[config.mk]
export PLATFORM = sky130hd
export DESIGN_NAME = pipe_if_stage_flat
export DESIGN_NICKNAME = d
export VERILOG_FILES = /design/src/rtl/pipe_pkg.sv /design/src/rtl/pipe_if_stage_if.sv /design/src/rtl/pipe_npc_mux.sv /design/src/rtl/pipe_if_stage.sv /design/src/flat_wrapper.sv
export SDC_FILE = /design/constraint.sdc
export NUM_CORES = 1
export LEC_CHECK = 0
export BUFFER_PORTS_ARGS = -buffer_cell sky130_fd_sc_hd__clkbuf_2
export CAP_MARGIN = 10
export CORE_AREA = 2 2 144 146
export DETAILED_ROUTE_END_ITERATION = 6
export DIE_AREA = 0 0 146 148
export HOLD_SLACK_MARGIN = 0.03
export PLACE_DENSITY = 0.81
export SYNTH_ARGS = -nofsm -noshare
export SYNTH_HDL_FRONTEND = slang
export SYNTH_SLANG_ARGS = --single-unit
[constraint.sdc]
create_clock -name clock -period 2.6 [get_ports clock]
set_clock_uncertainty 0.15 [all_clocks]
set_input_delay 0.26 -clock clock [delete_from_list [all_inputs] [get_ports clock]]
set_output_delay 0.26 -clock clock [all_outputs]
set_load 0.01 [all_outputs]
[src/rtl/pipe_pkg.sv]
// Shared encodings and constants for the pipelined CPU fetch path.
package pipe_pkg;

  typedef enum logic [1:0] {
    PCSRC_SEQ = 2'b00,
    PCSRC_BR  = 2'b01,
    PCSRC_JR  = 2'b10,
    PCSRC_J   = 2'b11
  } pcsrc_e;

  typedef enum logic {
    S_FETCH = 1'b0,
    S_HOLD  = 1'b1
  } fetch_state_e;

  // sll r0,r0,0
  localparam logic [31:0] NOP_INST = 32'h0000_0000;

  function automatic logic [31:0] pc_plus4(input logic [31:0] pc_val);
    return pc_val + 32'd4;
  endfunction

endpackage

[src/rtl/pipe_if_stage_if.sv]
// Instruction-memory request/ready bus between the fetch stage and memory.
interface pipe_if_stage_if;
  logic        imem_req;
  logic [31:0] imem_addr;
  logic [31:0] imem_rdata;
  logic        imem_ready;

  modport master (output imem_req, output imem_addr, input imem_rdata, input imem_ready);
  modport slave  (input imem_req, input imem_addr, output imem_rdata, output imem_ready);
endinterface

[src/rtl/pipe_npc_mux.sv]
// Next-PC selector; the sequential leg doubles as the shared PC+4 adder.
module pipe_npc_mux
  import pipe_pkg::*;
(
  input  logic [31:0] pc,
  input  logic [1:0]  pcsource,
  input  logic [31:0] bpc,
  input  logic [31:0] da,
  input  logic [31:0] jpc,
  output logic [31:0] pc4,
  output logic [31:0] npc
);

  always_comb begin
    pc4 = pc_plus4(pc);
    npc = pc4;
    unique case (pcsource)
      PCSRC_SEQ: npc = pc4;
      PCSRC_BR:  npc = bpc;
      PCSRC_JR:  npc = da;
      PCSRC_J:   npc = jpc;
      default:   npc = pc4;
    endcase
  end

endmodule

[src/rtl/pipe_if_stage.sv]
// Instruction fetch stage and IF/ID register with variable-latency memory handshake.
// Define IF_SQUASH_EN to drop the branch delay slot and squash the fetch on redirect.
module pipe_if_stage
  import pipe_pkg::*;
#(
  parameter logic [31:0] RESET_PC = 32'h0000_0000,
  parameter logic [31:0] NOP_INST = pipe_pkg::NOP_INST
) (
  input  logic                    clock,
  input  logic                    resetn,
  input  logic                    wpcir,
  input  logic [1:0]              pcsource,
  input  logic [31:0]             bpc,
  input  logic [31:0]             da,
  input  logic [31:0]             jpc,
  pipe_if_stage_if.master         imem,
  output logic [31:0]             pc,
  output logic [31:0]             dpc4,
  output logic [31:0]             dinst,
  output logic                    dvalid
);

`ifdef IF_SQUASH_EN
  localparam bit SquashEn = 1'b1;
`else
  localparam bit SquashEn = 1'b0;
`endif

  fetch_state_e state_q;
  logic [31:0]  pc_q, dinst_q, dpc4_q, pend_target_q, hold_inst_q, hold_pc4_q;
  logic         dvalid_q, pend_valid_q;

  logic [31:0]  pc4, npc, adv_pc;
  logic         redirect, done;

  pipe_npc_mux u_npc_mux (
    .pc       (pc_q),
    .pcsource (pcsource),
    .bpc      (bpc),
    .da       (da),
    .jpc      (jpc),
    .pc4      (pc4),
    .npc      (npc)
  );

  assign redirect = dvalid_q & wpcir & (pcsource != PCSRC_SEQ);
  assign done     = (state_q == S_FETCH) & imem.imem_ready;
  assign adv_pc   = redirect ? npc : (pend_valid_q ? pend_target_q : pc4);

  assign imem.imem_req  = resetn & (state_q == S_FETCH);
  assign imem.imem_addr = pc_q;

  assign pc     = pc_q;
  assign dpc4   = dpc4_q;
  assign dinst  = dinst_q;
  assign dvalid = dvalid_q;

  // In squash builds pend_valid_q marks an in-flight fetch whose return must be discarded.
  always_ff @(posedge clock) begin
    if (!resetn) begin
      state_q       <= S_FETCH;
      pc_q          <= RESET_PC;
      dinst_q       <= NOP_INST;
      dpc4_q        <= 32'd0;
      dvalid_q      <= 1'b0;
      pend_valid_q  <= 1'b0;
      pend_target_q <= 32'd0;
      hold_inst_q   <= 32'd0;
      hold_pc4_q    <= 32'd0;
    end else begin
      unique case (state_q)
        S_FETCH: begin
          if (done && (wpcir || (SquashEn && pend_valid_q))) begin
            if (wpcir) begin
              if (SquashEn && (pend_valid_q || redirect)) begin
                dinst_q  <= NOP_INST;
                dvalid_q <= 1'b0;
              end else begin
                dinst_q  <= imem.imem_rdata;
                dpc4_q   <= pc4;
                dvalid_q <= 1'b1;
              end
              pc_q <= adv_pc;
            end else begin
              // squashed return under stall: IF/ID keeps the stalled instruction
              pc_q <= pend_target_q;
            end
            pend_valid_q <= 1'b0;
          end else if (done) begin
            hold_inst_q <= imem.imem_rdata;
            hold_pc4_q  <= pc4;
            state_q     <= S_HOLD;
          end else if (wpcir) begin
            dinst_q  <= NOP_INST;
            dvalid_q <= 1'b0;
            // a second redirect while one is pending is dropped
            if (redirect && !pend_valid_q) begin
              pend_valid_q  <= 1'b1;
              pend_target_q <= npc;
            end
          end
        end
        S_HOLD: begin
          if (wpcir) begin
            if (SquashEn && redirect) begin
              dinst_q  <= NOP_INST;
              dvalid_q <= 1'b0;
            end else begin
              dinst_q  <= hold_inst_q;
              dpc4_q   <= hold_pc4_q;
              dvalid_q <= 1'b1;
            end
            pc_q         <= adv_pc;
            pend_valid_q <= 1'b0;
            state_q      <= S_FETCH;
          end
        end
        default: state_q <= S_FETCH;
      endcase
    end
  end

endmodule

[src/flat_wrapper.sv]
// flat-port wrapper written by rule: the top's interface ports become plain ports
module pipe_if_stage_flat import pipe_pkg::*;
#(
  parameter logic [31:0] RESET_PC = 32'h0000_0000,
  parameter logic [31:0] NOP_INST = pipe_pkg::NOP_INST
)
  (clock, resetn, wpcir, pcsource, bpc, da, jpc, pc, dpc4, dinst, dvalid, imem_imem_req, imem_imem_addr, imem_imem_rdata, imem_imem_ready);
  pipe_if_stage_if imem_i ();
  input  logic clock;
  input  logic resetn;
  input  logic wpcir;
  input  logic [1:0] pcsource;
  input  logic [31:0] bpc;
  input  logic [31:0] da;
  input  logic [31:0] jpc;
  output logic [31:0] pc;
  output logic [31:0] dpc4;
  output logic [31:0] dinst;
  output logic dvalid;
  output wire logic [$bits(imem_i.imem_req)-1:0] imem_imem_req;
  output wire logic [$bits(imem_i.imem_addr)-1:0] imem_imem_addr;
  input wire logic [$bits(imem_i.imem_rdata)-1:0] imem_imem_rdata;
  input wire logic [$bits(imem_i.imem_ready)-1:0] imem_imem_ready;
  assign imem_imem_req = imem_i.imem_req;
  assign imem_imem_addr = imem_i.imem_addr;
  assign imem_i.imem_rdata = imem_imem_rdata;
  assign imem_i.imem_ready = imem_imem_ready;
  pipe_if_stage #(.RESET_PC(RESET_PC), .NOP_INST(NOP_INST)) u_core (.clock(clock), .resetn(resetn), .wpcir(wpcir), .pcsource(pcsource), .bpc(bpc), .da(da), .jpc(jpc), .imem(imem_i), .pc(pc), .dpc4(dpc4), .dinst(dinst), .dvalid(dvalid));
endmodule
==> flow_results.xml <==
<?xml version="1.0" encoding="UTF-8"?>
<metrics>
  <group name="synthesis">
    <metric name="synth-async-reset-ratio" unit="%">0</metric>
    <metric name="synth_seq_area_share" unit="%">40.6</metric>
    <metric name="synthesis.area" unit="sq um">9610</metric>
    <metric name="syn-mean-instance-area" unit="sq um">7.83</metric>
    <metric name="netlist_instances" unit="">1227</metric>
    <metric name="synth_fp_nets" unit="">1362</metric>
    <metric name="yosys_most_used_dff" unit="">sky130_fd_sc_hd__dfxtp_1</metric>
    <metric name="ys_ff_latch" unit="">195</metric>
    <metric name="synth_edf_count" unit="">0</metric>
    <metric name="post_synth_num_cell_types" unit="">56</metric>
    <metric name="number_of_warnings_reported_in_the_yosys_synthesis_log" unit="">0</metric>
  </group>
  <group name="cells_and_area">
    <metric name="final_cell_mix" unit="">sky130_fd_sc_hd__clkbuf_2 (262), sky130_fd_sc_hd__dfxtp_1 (194), sky130_fd_sc_hd__nand2_1 (174)</metric>
    <metric name="antenna_cells" unit="">0</metric>
    <metric name="postLayoutCellArea" unit="sq um">12000</metric>
    <metric name="area_delta_synth_final" unit="%">24.9</metric>
    <metric name="layout.cells.most_common" unit="">sky130_fd_sc_hd__clkbuf_2</metric>
    <metric name="layout-drive-gt1-share" unit="%">26.2</metric>
    <metric name="post_route_core_utilization" unit="%">59.9</metric>
    <metric name="fin_nets" unit="">1592</metric>
    <metric name="final_cell_count_no_fill" unit="">1740</metric>
  </group>
  <group name="route">
    <metric name="drt_drc_violations_left" unit="">0</metric>
    <metric name="wl_met3" unit="mm">2.08</metric>
    <metric name="detail_route.wl_per_cell" unit="microns">17.0</metric>
    <metric name="drtPass1Iterations" unit="">6</metric>
    <metric name="remaining_antenna_violation_count" unit="">0</metric>
    <metric name="via_count" unit="">9985</metric>
    <metric name="detail_route.wirelength" unit="mm">29.5</metric>
    <metric name="dr_wl_met2" unit="mm">13.9</metric>
    <metric name="highest-signal-layer" unit="">met4</metric>
    <metric name="m1WireLength" unit="mm">12.5</metric>
    <metric name="dr.first_iter.drc_count" unit="">896</metric>
    <metric name="avgViaCountPerCell" unit="">5.74</metric>
  </group>
  <group name="grt">
    <metric name="overflow" unit="">0</metric>
    <metric name="grt_first_pass_wirelength" unit="mm">46.6</metric>
    <metric name="grt_pass1_vias" unit="">9267</metric>
    <metric name="grtUsageTotal" unit="%">26.5</metric>
    <metric name="grt_max_degree" unit="">120</metric>
    <metric name="initial_antenna_violation_count" unit="">0</metric>
  </group>
  <group name="worst_setup_path">
    <metric name="critPathMaxStageDelay" unit="ns">0.61</metric>
    <metric name="worst-endpoint-arrival" unit="ns">2.51</metric>
    <metric name="rrSetupSlack" unit="ns">0.24</metric>
    <metric name="worstRegToRegCells" unit="">5</metric>
    <metric name="worst_r2r_endpoint" unit="">u_core.dpc4[31]</metric>
    <metric name="cp_cell_sequence" unit="">nand3_1 &gt; or4_1 &gt; or4_4 &gt; xor2_1 &gt; o22ai_1</metric>
    <metric name="data_required_critical_path" unit="ns">2.75</metric>
    <metric name="critical_path.endpoint_type" unit="">flip-flop</metric>
    <metric name="cpMaxStageDelayCell" unit="">sky130_fd_sc_hd__or4_1</metric>
    <metric name="critPathMaxFanout" unit="">7</metric>
    <metric name="startpoint_class_of_the_critical_path" unit="">flip-flop</metric>
    <metric name="critical_path.reg2reg.startpoint" unit="">u_core.imem.imem_addr[6]</metric>
    <metric name="critPathKind" unit="">reg2reg</metric>
  </group>
  <group name="worst_hold_path">
    <metric name="critical_hold_path_startpoint" unit="">da[10]</metric>
    <metric name="worst_hold_path_stage_count" unit="">5</metric>
    <metric name="hold_end" unit="">u_core.pend_target_q[10]</metric>
    <metric name="worstHoldPathType" unit="">in2reg</metric>
  </group>
  <group name="die">
    <metric name="rows" unit="">52</metric>
    <metric name="dieWidth" unit="microns">146</metric>
    <metric name="die_area" unit="sq um">21600</metric>
    <metric name="die-height" unit="microns">148</metric>
    <metric name="ioPinCount" unit="">264</metric>
    <metric name="core-area" unit="sq um">20000</metric>
    <metric name="floorplan.initialDensity" unit="%">48.0</metric>
  </group>
  <group name="timing">
    <metric name="max-slew-margin-rel" unit="%">48.5</metric>
    <metric name="timing.hold.ws" unit="ns">0.0710</metric>
    <metric name="setup_viol" unit="">0</metric>
    <metric name="worst_slew_pin_slew" unit="ns">0.769</metric>
    <metric name="setup_slack_of_the_critical_path_after_layout" unit="ns">0.237</metric>
    <metric name="fin_crit_sh" unit="%">90.9</metric>
    <metric name="rsz0062_at_grt" unit="">no</metric>
    <metric name="finalCriticalPeriod" unit="ns">2.36</metric>
    <metric name="drv_slew" unit="">0</metric>
    <metric name="finalHoldViolations" unit="">0</metric>
    <metric name="totalNegativeSetupSlack" unit="ns">0</metric>
    <metric name="fmax" unit="MHz">423</metric>
  </group>
  <group name="pwr">
    <metric name="power.clock.fraction" unit="%">38.2</metric>
    <metric name="netSwitchingPower" unit="mW">1.90</metric>
    <metric name="sequential_power_share" unit="%">46.7</metric>
    <metric name="p_per_area" unit="nW/um^2">577</metric>
    <metric name="static-leakage-power" unit="nW">4.95</metric>
    <metric name="power.share.combinational" unit="%">15.1</metric>
    <metric name="p_total" unit="mW">6.93</metric>
    <metric name="sw_ratio" unit="%">27.5</metric>
    <metric name="internal_power" unit="mW">5.03</metric>
    <metric name="peakVddDrop" unit="mV">0.467</metric>
  </group>
  <group name="placed_design">
    <metric name="area_after_dpl" unit="sq um">11100</metric>
    <metric name="dp_hpwl" unit="mm">20.5</metric>
    <metric name="globalplace.congestion" unit="">0.948</metric>
    <metric name="dp.cells" unit="">1675</metric>
    <metric name="port_buffers" unit="">263</metric>
    <metric name="dpl_worst_slack" unit="ns">0.266</metric>
  </group>
  <group name="clocking">
    <metric name="cts-buffers-inserted" unit="">17</metric>
    <metric name="cts-root-to-sink-buffers" unit="">2</metric>
    <metric name="root_buffer" unit="">sky130_fd_sc_hd__clkbuf_16</metric>
    <metric name="post_cts_resized" unit="">0</metric>
    <metric name="htreeDepth" unit="">4</metric>
    <metric name="post_cts_setup_repair_bufs" unit="">0</metric>
    <metric name="clk_pin_slew_worst_paths" unit="ns">0.07</metric>
    <metric name="tritoncts" unit="">done</metric>
    <metric name="insertion_delay_to_the_later_sink_of_the_worst_skew_pair" unit="ns">0.43</metric>
    <metric name="clock_sinks" unit="">195</metric>
  </group>
  <group name="status">
    <metric name="run_status" unit="">complete, no violations</metric>
  </group>
  <group name="job">
    <metric name="max_cap_viol_count" unit="">0</metric>
  </group>
</metrics>
power by group through the flow:
| stage | logic (mW) | clock network (mW) | registers (mW) |
|---|---|---|---|
| finish | 1.05 | 2.65 | 3.23 |
| global route | 1.15 | 2.80 | 3.25 |
| CTS | 1.04 | 2.66 | 3.23 |
| detailed placement | 0.995 | 0 | 3.30 |
| global placement | 0.977 | 0 | 3.29 |
| floorplan | 0.598 | 0 | 3.31 |
sequential cells by signal (all words and copies together), names as in the netlist:
name                   cells
u_core.state_q             1
u_core.pend_target_q      32
u_core.dinst              32
u_core.dpc4               32
u_core.imem.imem_addr     32
u_core.hold_inst_q        32
u_core.dvalid              1
u_core.pend_valid_q        1
u_core.hold_pc4_q         32
metal layers:
layer	track usage, %	vias to the layer above
li1	-	4770
met1	34.7	4719
met2	43.1	429
met3	4.94	67
met4	11.5	0
met5	0	-
worst max-delay path by stage:
stage                              startpoint               endpoint  slack (ns)  cells after the start
CTS                  u_core.imem.imem_addr[6]  u_core.hold_pc4_q[31]        0.25                      5
global route         u_core.imem.imem_addr[6]        u_core.dpc4[29]        0.09                      6
finish               u_core.imem.imem_addr[6]        u_core.dpc4[31]        0.24                      5
floorplan           u_core.imem.imem_addr[11]        u_core.dpc4[31]        0.23                      6
detailed placement   u_core.imem.imem_addr[6]        u_core.dpc4[31]        0.27                      5
global placement     u_core.imem.imem_addr[6]        u_core.dpc4[31]        0.31                      5
timing repair:
action | CTS | global route
setup endpoints to repair | 0 | 0
hold endpoints to repair | 33 | 0
hold buffers | 33 | 0
critical path: cells and delay by family (launching register included):
kind	cells	cell delay, ns
AND/OR/NAND/NOR	3	1.32
XOR/XNOR	1	0.20
AO/OA/AOI/OAI	1	0.11
flip-flops	1	0.45
synth_stat cells (all sizes together) (3+ instances only):
master	count	area share (%)
mux4	3	0.70
nand3b	5	0.39
mux2i	23	2.4
nor3	27	1.4
dfxtp	195	41
nand2	174	6.8
and3	10	0.65
nor4	7	0.61
nor2	140	5.5
o21a	11	0.86
clkbuf	92	3.6
nand2b	7	0.46
xnor2	10	0.91
a22o	7	0.64
nand3	30	1.6
a22oi	20	1.6
nor3b	13	1.0
and4	3	0.27
a31oi	13	0.85
o211a	3	0.31
inv	12	0.47
nand4	15	1.1
nor2b	4	0.26
a211oi	72	5.6
o2bb2ai	3	0.27
or3b	4	0.36
o22ai	12	0.78
buf	49	3.3
mux2	21	2.5
a21oi	139	7.2
xor2	14	1.3
o21ai	58	3.0
o211ai	9	0.70
final cells by class:
class | count | area (sq um)
Fill cell | 1834 | 8030
Multi-Input combinational cell | 879 | 5020
Sequential cell | 195 | 3910
Timing Repair Buffer | 352 | 2100
Clock buffer | 23 | 498
Tap cell | 270 | 338
Clock inverter | 9 | 93.8
Inverter | 12 | 47.5
logic make-up after synthesis:
| logic type | Yosys count | synth area share (%) |
|---|---|---|
| and+or+nand+nor | 446 | 21.0 |
| buffers and inverters | 153 | 7.35 |
| xor gates and xnor gates | 24 | 2.19 |
| muxes | 47 | 5.56 |
| DFF | 195 | 40.6 |
| adders and majority gates | 1 | 0.130 |
| AOI/OAI and AO/OA | 361 | 23.1 |
Power figures use the tool's default switching activity.
